`src/rtl/lh_message_framer.sv`:
```
// lh_message_framer: byte-stream front-end for the light_hash core.
// Buffers framed input bytes in a small FIFO, sequences the core's
// HEAD / MESSAGE / TAIL command pulses one byte at a time, and returns the
// 64-bit digest plus the message byte count on a valid/ready output.
//
// Handshake semantics (input and digest sides alike): a transfer happens on
// the rising clk edge where valid and ready are both high. The producer holds
// its data stable while valid is high and ready is low. Valid never waits on
// ready. s_ready is low during reset and otherwise equals "FIFO not full".
// d_valid, once set, holds d_data/d_len stable until the d_ready handshake.
module lh_message_framer #(
    parameter int FIFO_DEPTH    = 8,
    parameter int SETTLE_CYCLES = 2,
    parameter int CNT_W         = 16
) (
    input  logic             clk,
    input  logic             rst_n,
    input  logic [7:0]       s_data,
    input  logic             s_valid,
    input  logic             s_last,
    output logic             s_ready,
    output logic [7:0]       core_message_byte,
    output logic             core_message_valid,
    output logic [1:0]       core_state,
    input  logic             core_next_byte,
    input  logic [63:0]      core_digest,
    input  logic             core_digest_ready,
    output logic [63:0]      d_data,
    output logic [CNT_W-1:0] d_len,
    output logic             d_valid,
    input  logic             d_ready,
    output logic             busy,
    output logic [2:0]       dbg_state
);

    localparam int AW = $clog2(FIFO_DEPTH);
    localparam int SW = $clog2(SETTLE_CYCLES + 1);
    localparam logic [AW:0]    FIFO_FULL  = (AW+1)'(FIFO_DEPTH);
    localparam logic [SW-1:0]  SETTLE_LD  = SW'(SETTLE_CYCLES);
    localparam logic [CNT_W-1:0] CNT_MAX  = {CNT_W{1'b1}};

    // Core command encodings on core_state.
    localparam logic [1:0] CMD_HEAD = 2'b00;
    localparam logic [1:0] CMD_MSG  = 2'b10;
    localparam logic [1:0] CMD_TAIL = 2'b01;
    localparam logic [1:0] CMD_IDLE = 2'b11;

    typedef enum logic [2:0] {
        ST_IDLE   = 3'd0,
        ST_HEAD   = 3'd1,
        ST_WAIT_H = 3'd2,
        ST_BYTE   = 3'd3,
        ST_WAIT_B = 3'd4,
        ST_TAIL   = 3'd5,
        ST_WAIT_D = 3'd6,
        ST_OUT    = 3'd7
    } state_t;

    state_t state;

    // ------------------------------------------------------------------
    // Input FIFO: entries are {last, data}.
    // ------------------------------------------------------------------
    logic [8:0]    fifo_mem [FIFO_DEPTH];
    logic [AW-1:0] wr_ptr;
    logic [AW-1:0] rd_ptr;
    logic [AW:0]   fifo_count;
    logic [AW:0]   count_nxt;
    logic          fifo_empty;
    logic          push;
    logic          pop;
    logic [8:0]    fifo_head;

    assign fifo_empty = (fifo_count == '0);
    assign push       = s_valid & s_ready;
    // The FSM consumes a byte only in BYTE and only when one is buffered.
    assign pop        = (state == ST_BYTE) & ~fifo_empty;
    assign fifo_head  = fifo_mem[rd_ptr];
    assign dbg_state  = state;

    // Next occupancy, used to register s_ready so it is exactly !full.
    always_comb begin
        count_nxt = fifo_count + (AW+1)'(push) - (AW+1)'(pop);
    end

    // FIFO storage; pointer reset is what flushes it, so no data reset.
    always_ff @(posedge clk) begin
        if (push) begin
            fifo_mem[wr_ptr] <= {s_last, s_data};
        end
    end

    // FIFO pointers, occupancy and registered s_ready.
    always_ff @(posedge clk) begin
        if (!rst_n) begin
            wr_ptr     <= '0;
            rd_ptr     <= '0;
            fifo_count <= '0;
            s_ready    <= 1'b0;
        end else begin
            if (push) begin
                wr_ptr <= wr_ptr + AW'(1);
            end
            if (pop) begin
                rd_ptr <= rd_ptr + AW'(1);
            end
            fifo_count <= count_nxt;
            s_ready    <= (count_nxt != FIFO_FULL);
        end
    end

    // ------------------------------------------------------------------
    // Command sequencer.
    // ------------------------------------------------------------------
    logic [SW-1:0]    settle_cnt;
    logic [CNT_W-1:0] byte_cnt;
    logic             last_seen;

    // Sequencer FSM with registered command and digest outputs. Every pulse
    // loads settle_cnt; the WAIT states count it down before looking at the
    // core's status lines, which lag the command by a few cycles.
    always_ff @(posedge clk) begin
        if (!rst_n) begin
            state              <= ST_IDLE;
            core_message_valid <= 1'b0;
            core_state         <= CMD_IDLE;
            core_message_byte  <= 8'h00;
            d_valid            <= 1'b0;
            d_data             <= 64'h0;
            d_len              <= '0;
            busy               <= 1'b0;
            byte_cnt           <= '0;
            settle_cnt         <= '0;
            last_seen          <= 1'b0;
        end else begin
            core_message_valid <= 1'b0;
            case (state)
                ST_IDLE: begin
                    // A buffered byte starts a message, but never while an
                    // earlier digest is still waiting for its consumer.
                    if (!fifo_empty && !d_valid) begin
                        state <= ST_HEAD;
                    end
                end
                ST_HEAD: begin
                    core_message_valid <= 1'b1;
                    core_state         <= CMD_HEAD;
                    byte_cnt           <= '0;
                    busy               <= 1'b1;
                    settle_cnt         <= SETTLE_LD;
                    state              <= ST_WAIT_H;
                end
                ST_WAIT_H: begin
                    if (settle_cnt != '0) begin
                        settle_cnt <= settle_cnt - SW'(1);
                    end else if (!core_next_byte) begin
                        state <= ST_BYTE;
                    end
                end
                ST_BYTE: begin
                    // An empty FIFO mid-message just parks here without pulses.
                    if (!fifo_empty) begin
                        core_message_valid <= 1'b1;
                        core_state         <= CMD_MSG;
                        core_message_byte  <= fifo_head[7:0];
                        last_seen          <= fifo_head[8];
                        if (byte_cnt != CNT_MAX) begin
                            byte_cnt <= byte_cnt + CNT_W'(1);
                        end
                        settle_cnt <= SETTLE_LD;
                        state      <= ST_WAIT_B;
                    end
                end
                ST_WAIT_B: begin
                    if (settle_cnt != '0) begin
                        settle_cnt <= settle_cnt - SW'(1);
                    end else if (!core_next_byte) begin
                        state <= last_seen ? ST_TAIL : ST_BYTE;
                    end
                end
                ST_TAIL: begin
                    core_message_valid <= 1'b1;
                    core_state         <= CMD_TAIL;
                    settle_cnt         <= SETTLE_LD;
                    state              <= ST_WAIT_D;
                end
                ST_WAIT_D: begin
                    if (settle_cnt != '0) begin
                        settle_cnt <= settle_cnt - SW'(1);
                    end else if (core_digest_ready) begin
                        d_data  <= core_digest;
                        d_len   <= byte_cnt;
                        d_valid <= 1'b1;
                        state   <= ST_OUT;
                    end
                end
                ST_OUT: begin
                    if (d_ready) begin
                        d_valid <= 1'b0;
                        busy    <= 1'b0;
                        state   <= ST_IDLE;
                    end
                end
                default: begin
                    state <= ST_IDLE;
                end
            endcase
        end
    end

endmodule

```
`config.mk`:
```
export PLATFORM = sky130hd
export DESIGN_NAME = lh_message_framer
export DESIGN_NICKNAME = d
export VERILOG_FILES = /design/src/rtl/lh_message_framer.sv
export SDC_FILE = /design/constraint.sdc
export NUM_CORES = 1
export LEC_CHECK = 0
export BUFFER_PORTS_ARGS = -buffer_cell sky130_fd_sc_hd__buf_2
export CORE_MARGIN = 5
export CORE_UTILIZATION = 55
export CTS_BUF_LIST = sky130_fd_sc_hd__clkbuf_4
export CTS_CLUSTER_SIZE = 28
export DETAILED_ROUTE_END_ITERATION = 8
export PLACE_DENSITY = 0.89
export SYNTH_ARGS = -nofsm -noshare
export SYNTH_HDL_FRONTEND = slang
export SYNTH_SLANG_ARGS = --single-unit
```
`constraint.sdc`:
```
create_clock -name clk -period 6 [get_ports clk]
set_input_delay 1.2 -clock clk [delete_from_list [all_inputs] [get_ports clk]]
set_output_delay 1.2 -clock clk [all_outputs]
set_load 0.03 [all_outputs]
```
## Word level (Yosys, flattened, before mapping)

Memory sizes are Yosys's and may differ from the RTL's. A register that Yosys moved wholly into a read port is not among the register bits.
Index checks and enable logic that the tools add are counted.

- Flip-flop bits (word level): 117
- Memory bits (writable): 72
- Bits of input ports: 79
- Output and inout port bits: 97
- Memories: 1

Memories:

| name | depth | width | rd ports | clocked after memory_dff | wr ports | RTL line | source |
|---|---|---|---|---|---|---|---|
| fifo_mem | 8 | 9 | 1 | 1 | 1 | 64 | `logic [8:0] fifo_mem [FIFO_DEPTH];` |

- Add/subtract/negate cells: 6
- Eq/ne operators: 20
- Multiplexer cells: 27
- Bitwise gates (word level): 4
- Reductions and logical operators: 22

Operator list:

| operator | count |
|---|---|
| $mux W16 | 2 |
| $pmux W16 S2 | 1 |
| $mux W3 | 10 |
| $pmux W3 S8 | 1 |
| $ne A2 B2 Y1 const B | 9 |
| $add A16 B1 Y16 const B | 1 |
| $ne A16 B16 Y1 const B | 1 |
| $eq A3 B3 Y1 const B | 4 |
| $pmux W2 S3 | 2 |
| $reduce_and A3 Y1 | 3 |
| $reduce_and A9 Y1 | 1 |
| $reduce_bool A2 Y1 | 4 |
| $add A3 B1 Y3 const B | 2 |
| $eq A3 B2 Y1 const B | 2 |
| $mux W1 | 6 |
| $pmux W1 S2 | 3 |
| $reduce_and A2 Y1 | 3 |
| $reduce_bool A3 Y1 | 2 |
| $add A4 B1 Y4 | 1 |
| $logic_not A4 Y1 | 1 |
| $mux W2 | 2 |
| $ne A2 B1 Y1 const B | 2 |
| $ne A4 B4 Y1 const B | 1 |
| $reduce_and A4 Y1 | 1 |
| 10 further kinds | 14 |

## Depth between registers and ports, before layout

Gate-level depths: netlist of the first run.

- Word-level depth: 5
- Gate-level depth with buffers: 13

## Worst setup path after synthesis of the first run

OpenSTA, ideal clock, no wires.

- Path type: register -> register
- From: register state[0] (netlist: dbg_state[0])
- To: register s_ready
- Arrival time: 2.874 ns
- Path slack: 3.001 ns
- Stages on the path, launching flop included: 13
- Clock period less this slack: 2.999 ns
- Cells stage by stage: dfxtp_1 clkbuf_1 and3b_1 nand2_1 inv_2 clkbuf_1 ha_1 inv_1 ha_1 inv_1 fa_1 inv_1 o41a_1

- Cells in the longest elaborated chain, start to end: 4

RTL lines:

| element | RTL line | source |
|---|---|---|
| start: declaration | 59 | `state_t state;` |
| start signal: assignment | 178 | `state <= last_seen ? ST_TAIL : ST_BYTE;` |
| $eq A3 B2 Y1 | 77 | `assign pop = (state == ST_BYTE) & ~fifo_empty;` |
| $and A1 B1 Y1 | 77 |  |
| named net pop | 71 | `logic pop;` |
| $sub A4 B1 Y4 | 83 | `count_nxt = fifo_count + (AW+1)'(push) - (AW+1)'(pop);` |
| $ne A4 B4 Y1 | 108 | `s_ready <= (count_nxt != FIFO_FULL);` |
| end signal: assignment | 108 |  |
| end: declaration | 21 | `output logic s_ready,` |

The timed path passes the listed nets, and every way through them passes these cells.
A chain may end at the register's enable or synchronous reset.

## Worst setup path in the final report of the first run

- From: register state[0] (netlist: dbg_state[0])
- To: register s_ready

- Cells in the longest elaborated chain, start to end: 4

RTL lines:

| element | RTL line |
|---|---|
| $eq A3 B2 Y1 | 77 |
| $and A1 B1 Y1 | 77 |
| $sub A4 B1 Y4 | 83 |
| $ne A4 B4 Y1 | 108 |

No other way between the ends.

==> impl_table.tex, run 1 <==
\begin{tabular}{lr}
\hline
Metric & Value \\
\hline
\multicolumn{2}{l}{\textbf{Critical path}} \\
\quad Crit path kind & reg2reg \\
\quad FF-to-FF Start & dbg\_state[0] \\
\quad Critical path startpoint category & flip-flop \\
\quad Crit path capture type & flip-flop \\
\quad First element of the critical path & dbg\_state[0] \\
\quad Worst-path fanout max & 21 \\
\quad Arrival time reported for the critical path endpoint & 3.59 ns \\
\quad Required @ worst endpoint & 6.46 ns \\
\multicolumn{2}{l}{\textbf{STA}} \\
\quad Worst-case setup margin in the final layout & 2.86 ns \\
\quad Minimum clock period & 3.14 ns \\
\quad Maximum achievable frequency & 319 MHz \\
\quad Unrepaired setup endpoints after global routing & no \\
\quad Final clock period utilization by the worst path & 52.3\% \\
\quad Max-slew headroom & 19.2\% \\
\quad \# setup viols final & 0 \\
\quad Post-Route Skew & 0.0216 ns \\
\quad Sum Neg Setup Slack & 0 ns \\
\quad Number of hold-slack violations in the final timing report & 0 \\
\quad Number of pins exceeding their max-slew limit in the final report & 0 \\
\quad Transition time of the tightest slew-check pin & 1.20 ns \\
\multicolumn{2}{l}{\textbf{Pwr}} \\
\quad Worst voltage drop across the vdd grid & 0.000214 V \\
\quad Leakage component of the power & 0.00339 µW \\
\quad Sum of internal, switching and leakage power & 2590 µW \\
\quad P per Cell Area & 288 nW/µm² \\
\multicolumn{2}{l}{\textbf{Synthesis}} \\
\quad Top cells by count, synth & 179 x sky130\_fd\_sc\_hd\_\_nand2\_1, 126 x sky130\_fd\_sc\_hd\_\_dfxtp\_1, 104 x sky130\_fd\_sc\_hd\_\_a21oi\_1 \\
\quad Ys async rst share & 0\% \\
\quad Synthesized netlist cell count & 730 \\
\quad Top-count cell post-synth & sky130\_fd\_sc\_hd\_\_nand2\_1 \\
\quad Number of enable-type register cells in the synthesized netlist & 72 \\
\quad Largest area contributor in the synthesized netlist & sky130\_fd\_sc\_hd\_\_dfxtp\_1 \\
\quad Register bit total from synthesis & 198 \\
\quad Mean cell area of the mapped netlist & 10.6 µm² \\
\quad Number of different library cells in the post-synthesis netlist & 59 \\
\quad Leading register cell type out of synthesis & sky130\_fd\_sc\_hd\_\_dfxtp\_1 \\
\quad Area share of the largest cell type after synthesis & 32.7\% \\
\quad Synthesized Nets & 819 \\
\quad Leading cell types by total area after synthesis & sky130\_fd\_sc\_hd\_\_dfxtp\_1 33\%, sky130\_fd\_sc\_hd\_\_edfxtp\_1 28\%, sky130\_fd\_sc\_hd\_\_nand2\_1 8.7\%, sky130\_fd\_sc\_hd\_\_a21oi\_1 6.8\%, sky130\_fd\_sc\_hd\_\_mux4\_2 5.3\% \\
\quad Mapped cell area & 7710 µm² \\
\quad Synth warn & 0 \\
\quad Portion of the post-synthesis area used by sequential elements & 60.8\% \\
\multicolumn{2}{l}{\textbf{Layout}} \\
\quad Ratio of cells with drive above 1 in the final layout & 27.1\% \\
\quad Post-layout nets & 975 \\
\quad Final standard cell area without fillers & 8990 µm² \\
\quad Fillers & 1086 \\
\quad Area overhead of the layout relative to synthesis & 16.7\% \\
\multicolumn{2}{l}{\textbf{Worst hold path}} \\
\quad Path class of the lowest-slack min-delay path & reg2reg \\
\quad Hold path start & d\_data[4] \\
\multicolumn{2}{l}{\textbf{Global route}} \\
\quad GRT overflow & 0 \\
\quad Global-route wire length before repair & 27.9 mm \\
\quad Pin count of the biggest net entering global routing & 96 \\
\quad Number of antenna violations at the first check in global routing & 1 \\
\quad Global-route usage over all layers & 21.2\% \\
\quad Vias in the first global route & 5614 \\
\multicolumn{2}{l}{\textbf{Clock tree}} \\
\quad Worst skew pair latency & 0.57 ns \\
\quad Count of instances resized after the clock tree is built & 0 \\
\quad Count of clock tree sinks & 198 \\
\quad Number of buffers added for setup after CTS & 0 \\
\quad CTS H-tree depth & 4 \\
\quad Post-CTS clock slew at the launch and capture registers of the worst setup and hold paths & 0.16 ns \\
\quad Quantity of hold-fixing buffers added after cts & 0 \\
\quad CTS tree & yes \\
\quad Inserted Clock Buffers & 17 \\
\quad Max Root-Sink Buffers & 2 \\
\quad CTS root buffer & sky130\_fd\_sc\_hd\_\_clkbuf\_4 \\
\multicolumn{2}{l}{\textbf{Floorplan}} \\
\quad Placement row count & 43 \\
\quad Area of the die & 16500 µm² \\
\quad Effective utilization at floorplan & 55.8\% \\
\quad Die height & 128 µm \\
\quad Area inside the core boundary & 13800 µm² \\
\quad Num ports & 176 \\
\quad Die X & 128 µm \\
\multicolumn{2}{l}{\textbf{Place}} \\
\quad Count of input and output buffers & 175 \\
\quad Last weighted congestion value of the routability-driven placer & 0.874 \\
\quad Placed Area & 8700 µm² \\
\quad Post-placement worst setup slack & 2.83 ns \\
\quad Dpl hpwl & 12.4 mm \\
\multicolumn{2}{l}{\textbf{Outcome}} \\
\quad Failing checks & design-rule violations \\
\quad Run status & finished with violations \\
\multicolumn{2}{l}{\textbf{Routing}} \\
\quad Total number of vias & 5943 \\
\quad Via-per-instance ratio & 5.50 \\
\quad Routed wirelength normalized by instance count & 16.3 µm \\
\quad Drt first pass iters & 7 \\
\quad Routed Antenna Nets & 0 \\
\quad DRT Wirelength & 17.6 mm \\
\quad Iteration-0 DRC count of the detailed router & 498 \\
\quad Remaining routing DRC violations & 1 \\
\multicolumn{2}{l}{\textbf{Flow run}} \\
\quad Number of max-cap violations & 0 \\
\hline
\end{tabular}
==> cells in the final DEF, fill, tap and decap left out, drive strengths merged, types with 3 or more instances in the layout <==
master / n
buf: 183
nand2: 179
dfxtp: 126
a21oi: 104
edfxtp: 72
inv: 24
o21ai: 23
mux4: 18
clkbuf: 17
nor2: 16
nor3: 13
a31oi: 12
nand3: 12
mux2i: 10
ha: 9
nand4: 7
nor4: 6
clkinv: 6
nor3b: 5
nand2b: 4
or4: 4
o211ai: 4
xnor2: 3
a22o: 3
nor2b: 3
and2: 3
==> through the flow <==
step	util (%)	hold slack [ns]	std cells
2_1_floorplan	-	0.462	730
3_3_place_gp	62.9	0.439	1047
3_5_place_dp	62.9	0.444	1047
4_1_cts	65.0	0.464	1079
5_1_grt	65.0	0.480	1081
6_report	65.0	0.463	1081
==> cell families (layout without fill, tap and decap cells) <==
group,count (synthesis),count (layout),synth area share (%)
and+or+nand+nor,264,264,15.3
DFF,198,198,60.8
AOI/OAI and AO/OA,161,161,11.7
buffers and inverters,63,232,3.25
muxes,29,29,6.70
adders and majority gates,10,10,1.72
xor gates and xnor gates,5,5,0.568
other,0,2,0
==> report_power, final <==
part           internal (µW)  switching (µW)  total [µW]
Sequential              1450            53.6        1500
Combinational            152             234         387
Clock                    225             479         703
Total                   1820             766        2590
==> registers in the layout (all words and copies together), names as in the netlist, 3 cells and up <==
register / flops
byte_cnt: 16
dbg_state: 3
wr_ptr: 3
fifo_mem: 72
d_len: 16
core_message_byte: 8
d_data: 64
rd_ptr: 3
fifo_count: 4
==> per-layer routing <==
layer / global-route usage (%) / vias up / wire length, µm
met3: 5.52 / 34 / 1120
met2: 35.1 / 181 / 8780
met4: 7.12 / 0 / 382
met5: 0 / - / 0
met1: 27.3 / 2814 / 7290
li1: - / 2914 / -
==> cell type report <==
| class | instances | area, µm² | area share [%] |
|---|---|---|---|
| inverters | 17 | 63.8 | 0.710 |
| clock buffers | 17 | 128 | 1.42 |
| multi-input cells | 469 | 2790 | 31.0 |
| repair buffers | 183 | 936 | 10.4 |
| well taps | 180 | 225 | 2.50 |
| flip-flops and latches | 198 | 4680 | 52.1 |
| diodes | 2 | 5.00 | 0.0556 |
| clock inverters | 15 | 164 | 1.82 |
==> worst paths after layout <==
check | endpoint | slack (ns) | cells after the start
hold / removal | d_data[4] | 0.46 | 2
setup reg to reg | s_ready | 2.86 | 10
setup / recovery | s_ready | 2.86 | 10
hold reg to reg | d_data[4] | 0.46 | 2
==> worst max-delay path, stage by stage (launching register included) <==
cell and delay [ns]:
sky130_fd_sc_hd__dfxtp_1 0.72, sky130_fd_sc_hd__and3b_1 0.26, sky130_fd_sc_hd__nand2_1 0.19, sky130_fd_sc_hd__inv_2 0.36, sky130_fd_sc_hd__ha_1 0.30, sky130_fd_sc_hd__inv_1 0.05
sky130_fd_sc_hd__ha_1 0.15, sky130_fd_sc_hd__inv_1 0.06, sky130_fd_sc_hd__fa_1 0.50, sky130_fd_sc_hd__inv_1 0.05, sky130_fd_sc_hd__o41a_1 0.40
(Power assumes the default switching activity.)
==> inputs of run 2 (changes only) <==
CORE_UTILIZATION = 50   (was 55)
PLACE_DENSITY = 0.86   (was 0.89)
clock period = 2.6 ns   (was 6 ns; I/O delays follow)
==> impl_table.tex, run 2 (synthesis results as in run 1) <==
\begin{tabular}{lr}
\hline
Metric & Value \\
\hline
\multicolumn{2}{l}{\textbf{Routing}} \\
\quad DRT Wirelength & 18.4 mm \\
\quad Routed Antenna Nets & 0 \\
\quad Routed wirelength normalized by instance count & 16.6 µm \\
\quad Via-per-instance ratio & 5.42 \\
\quad Drt first pass iters & 5 \\
\quad Remaining routing DRC violations & 0 \\
\quad Total number of vias & 6007 \\
\quad Iteration-0 DRC count of the detailed router & 478 \\
\multicolumn{2}{l}{\textbf{Place}} \\
\quad Count of input and output buffers & 175 \\
\quad Dpl hpwl & 12.9 mm \\
\quad Last weighted congestion value of the routability-driven placer & 0.836 \\
\multicolumn{2}{l}{\textbf{STA}} \\
\quad Final clock period utilization by the worst path & 97.5\% \\
\quad Number of hold-slack violations in the final timing report & 0 \\
\quad Maximum achievable frequency & 395 MHz \\
\quad Minimum clock period & 2.53 ns \\
\quad \# setup viols final & 0 \\
\quad Transition time of the tightest slew-check pin & 1.11 ns \\
\quad Worst-case hold slack & 0.138 ns \\
\quad Post-Route Skew & 0.0205 ns \\
\quad Unrepaired setup endpoints after global routing & yes \\
\quad Max-slew headroom & 25.6\% \\
\quad Number of pins exceeding their max-slew limit in the final report & 0 \\
\multicolumn{2}{l}{\textbf{Clock tree}} \\
\quad CTS H-tree depth & 4 \\
\quad Worst skew pair latency & 0.59 ns \\
\quad Count of clock tree sinks & 198 \\
\quad Inserted Clock Buffers & 17 \\
\quad Max Root-Sink Buffers & 2 \\
\quad Post-CTS clock slew at the launch and capture registers of the worst setup and hold paths & 0.17 ns \\
\quad CTS tree & yes \\
\quad CTS root buffer & sky130\_fd\_sc\_hd\_\_clkbuf\_4 \\
\quad Number of buffers added for setup after CTS & 0 \\
\multicolumn{2}{l}{\textbf{Pwr}} \\
\quad Clock network fraction of total power & 26.2\% \\
\quad Switching power as a share of total power & 29.1\% \\
\quad Part of the total power dissipated in combinational logic & 18.0\% \\
\quad Worst voltage drop across the vdd grid & 0.000448 V \\
\quad Internal power summed over all cells & 4320 µW \\
\quad Sequential power share & 55.8\% \\
\quad Switching power & 1770 µW \\
\quad Leakage component of the power & 0.00350 µW \\
\quad P per Cell Area & 661 nW/µm² \\
\quad Sum of internal, switching and leakage power & 6090 µW \\
\multicolumn{2}{l}{\textbf{Layout}} \\
\quad Fillers & 1181 \\
\quad Register with the most flip-flops & fifo\_mem \\
\quad Largest regs & fifo\_mem x72, d\_data x64 \\
\quad Most common cell after layout, fill and taps aside & sky130\_fd\_sc\_hd\_\_nand2\_1 \\
\quad Area overhead of the layout relative to synthesis & 19.5\% \\
\quad Max FFs per register & 72 \\
\quad Ratio of cells with drive above 1 in the final layout & 29.9\% \\
\quad Commonest non-fill, non-tap cells in the layout & 178 x sky130\_fd\_sc\_hd\_\_nand2\_1, 175 x sky130\_fd\_sc\_hd\_\_buf\_2, 124 x sky130\_fd\_sc\_hd\_\_dfxtp\_1, 104 x sky130\_fd\_sc\_hd\_\_a21oi\_1, 72 x sky130\_fd\_sc\_hd\_\_edfxtp\_1 \\
\quad Post-layout nets & 995 \\
\multicolumn{2}{l}{\textbf{Floorplan}} \\
\quad Placement row count & 45 \\
\quad Die height & 134 µm \\
\quad Die X & 134 µm \\
\quad Num ports & 176 \\
\quad Area of the die & 18000 µm² \\
\quad Effective utilization at floorplan & 50.9\% \\
\quad Area inside the core boundary & 15100 µm² \\
\multicolumn{2}{l}{\textbf{Global route}} \\
\quad Number of antenna violations at the first check in global routing & 0 \\
\quad Vias in the first global route & 5780 \\
\quad Global-route usage over all layers & 20.0\% \\
\quad Pin count of the biggest net entering global routing & 96 \\
\quad GRT overflow & 0 \\
\quad Global-route wire length before repair & 28.8 mm \\
\multicolumn{2}{l}{\textbf{Outcome}} \\
\quad Run status & completed \\
\multicolumn{2}{l}{\textbf{Critical path}} \\
\quad Critical path startpoint category & flip-flop \\
\quad Worst-path fanout max & 3 \\
\quad CP max stage cell & sky130\_fd\_sc\_hd\_\_fa\_1 \\
\quad Arrival time reported for the critical path endpoint & 3.03 ns \\
\quad Crit path capture type & flip-flop \\
\quad CP most frequent cell & sky130\_fd\_sc\_hd\_\_ha\_4 \\
\quad Largest delay contributor family on the critical path & adder cells \\
\quad CP cell instances & inv\_2, ha\_4, or3b\_4, nand2\_4, inv\_4, ha\_4, inv\_4, ha\_4, inv\_2, fa\_1, inv\_1, o41a\_1 \\
\quad Critical path buffers and inverters & 5 \\
\quad Crit path kind & reg2reg \\
\quad Required @ worst endpoint & 3.09 ns \\
\quad Worst path max stage delay & 0.52 ns \\
\multicolumn{2}{l}{\textbf{Worst hold path}} \\
\quad Path class of the lowest-slack min-delay path & in2reg \\
\multicolumn{2}{l}{\textbf{Flow run}} \\
\quad Number of max-cap violations & 0 \\
\hline
\end{tabular}
==> run 2: final timing paths <==
| kind | startpoint | endpoint | slack (ns) | cells after the start |
|---|---|---|---|---|
| setup / recovery | fifo_count[2] | s_ready | 0.07 | 12 |
| hold / removal | core_digest[47] | d_data[47] | 0.14 | 3 |
| setup reg to reg | fifo_count[2] | s_ready | 0.07 | 12 |
| hold reg to reg | d_len[6] | d_len[6] | 0.46 | 2 |
==> run 2: per-layer routing <==
layer / wire, µm / vias up / track usage (%)
met5: 0 / - / 0
met4: 456 / 0 / 6.17
met3: 1190 / 33 / 5.29
met2: 9460 / 216 / 35.0
met1: 7290 / 2807 / 24.3
li1: - / 2951 / -
==> run 2: layout make-up <==
| cell class | count | area (µm²) | area share (%) |
|---|---|---|---|
| antenna | 1 | 2.50 | 0.0272 |
| clock buffer | 19 | 143 | 1.55 |
| clock inverter | 13 | 141 | 1.53 |
| inverter | 17 | 68.8 | 0.747 |
| multi-input combinational | 469 | 2840 | 30.8 |
| sequential | 198 | 4690 | 50.9 |
| tap | 188 | 235 | 2.55 |
| timing repair buffer | 203 | 1100 | 11.9 |
==> run 2: tightest hold or removal path, stage by stage <==
cell                      delay [ns]
sky130_fd_sc_hd__buf_2          0.09
sky130_fd_sc_hd__nand2_1        0.05
sky130_fd_sc_hd__a21oi_1        0.05
==> run 2: metrics by stage <==
stage / std cells / setup slack (ns) / setup TNS, ns / utilization (%) / instance area, µm²
floorplan: 730 / -0.0754 / -0.0754 / - / 7760
global placement: 1075 / 0.0800 / 0 / 58.8 / 8910
detailed placement: 1075 / 0.0168 / 0 / 58.8 / 8910
CTS: 1107 / 0.0188 / 0 / 60.7 / 9190
global route: 1107 / -0.0342 / -0.0342 / 60.8 / 9210
finish: 1108 / 0.0663 / 0 / 60.8 / 9210
==> run 2: timing repair <==
| item | 4_1_cts | 5_1_grt |
|---|---|---|
| endpoints found under the setup margin | 1 | 1 |
| pin swaps | 1 | 4 |
| resized for setup | 0 | 6 |
| hold buffers | 0 | 0 |
==> run 2: power by group through the flow <==
stage	Clock [µW]	Sequential (µW)	Combinational, µW
final	1600	3400	1100
after floorplan	0	3560	611
after CTS	1630	3390	1070
after detailed placement	0	3460	1070
after global placement	0	3450	1050
after global routing	1770	3410	1200
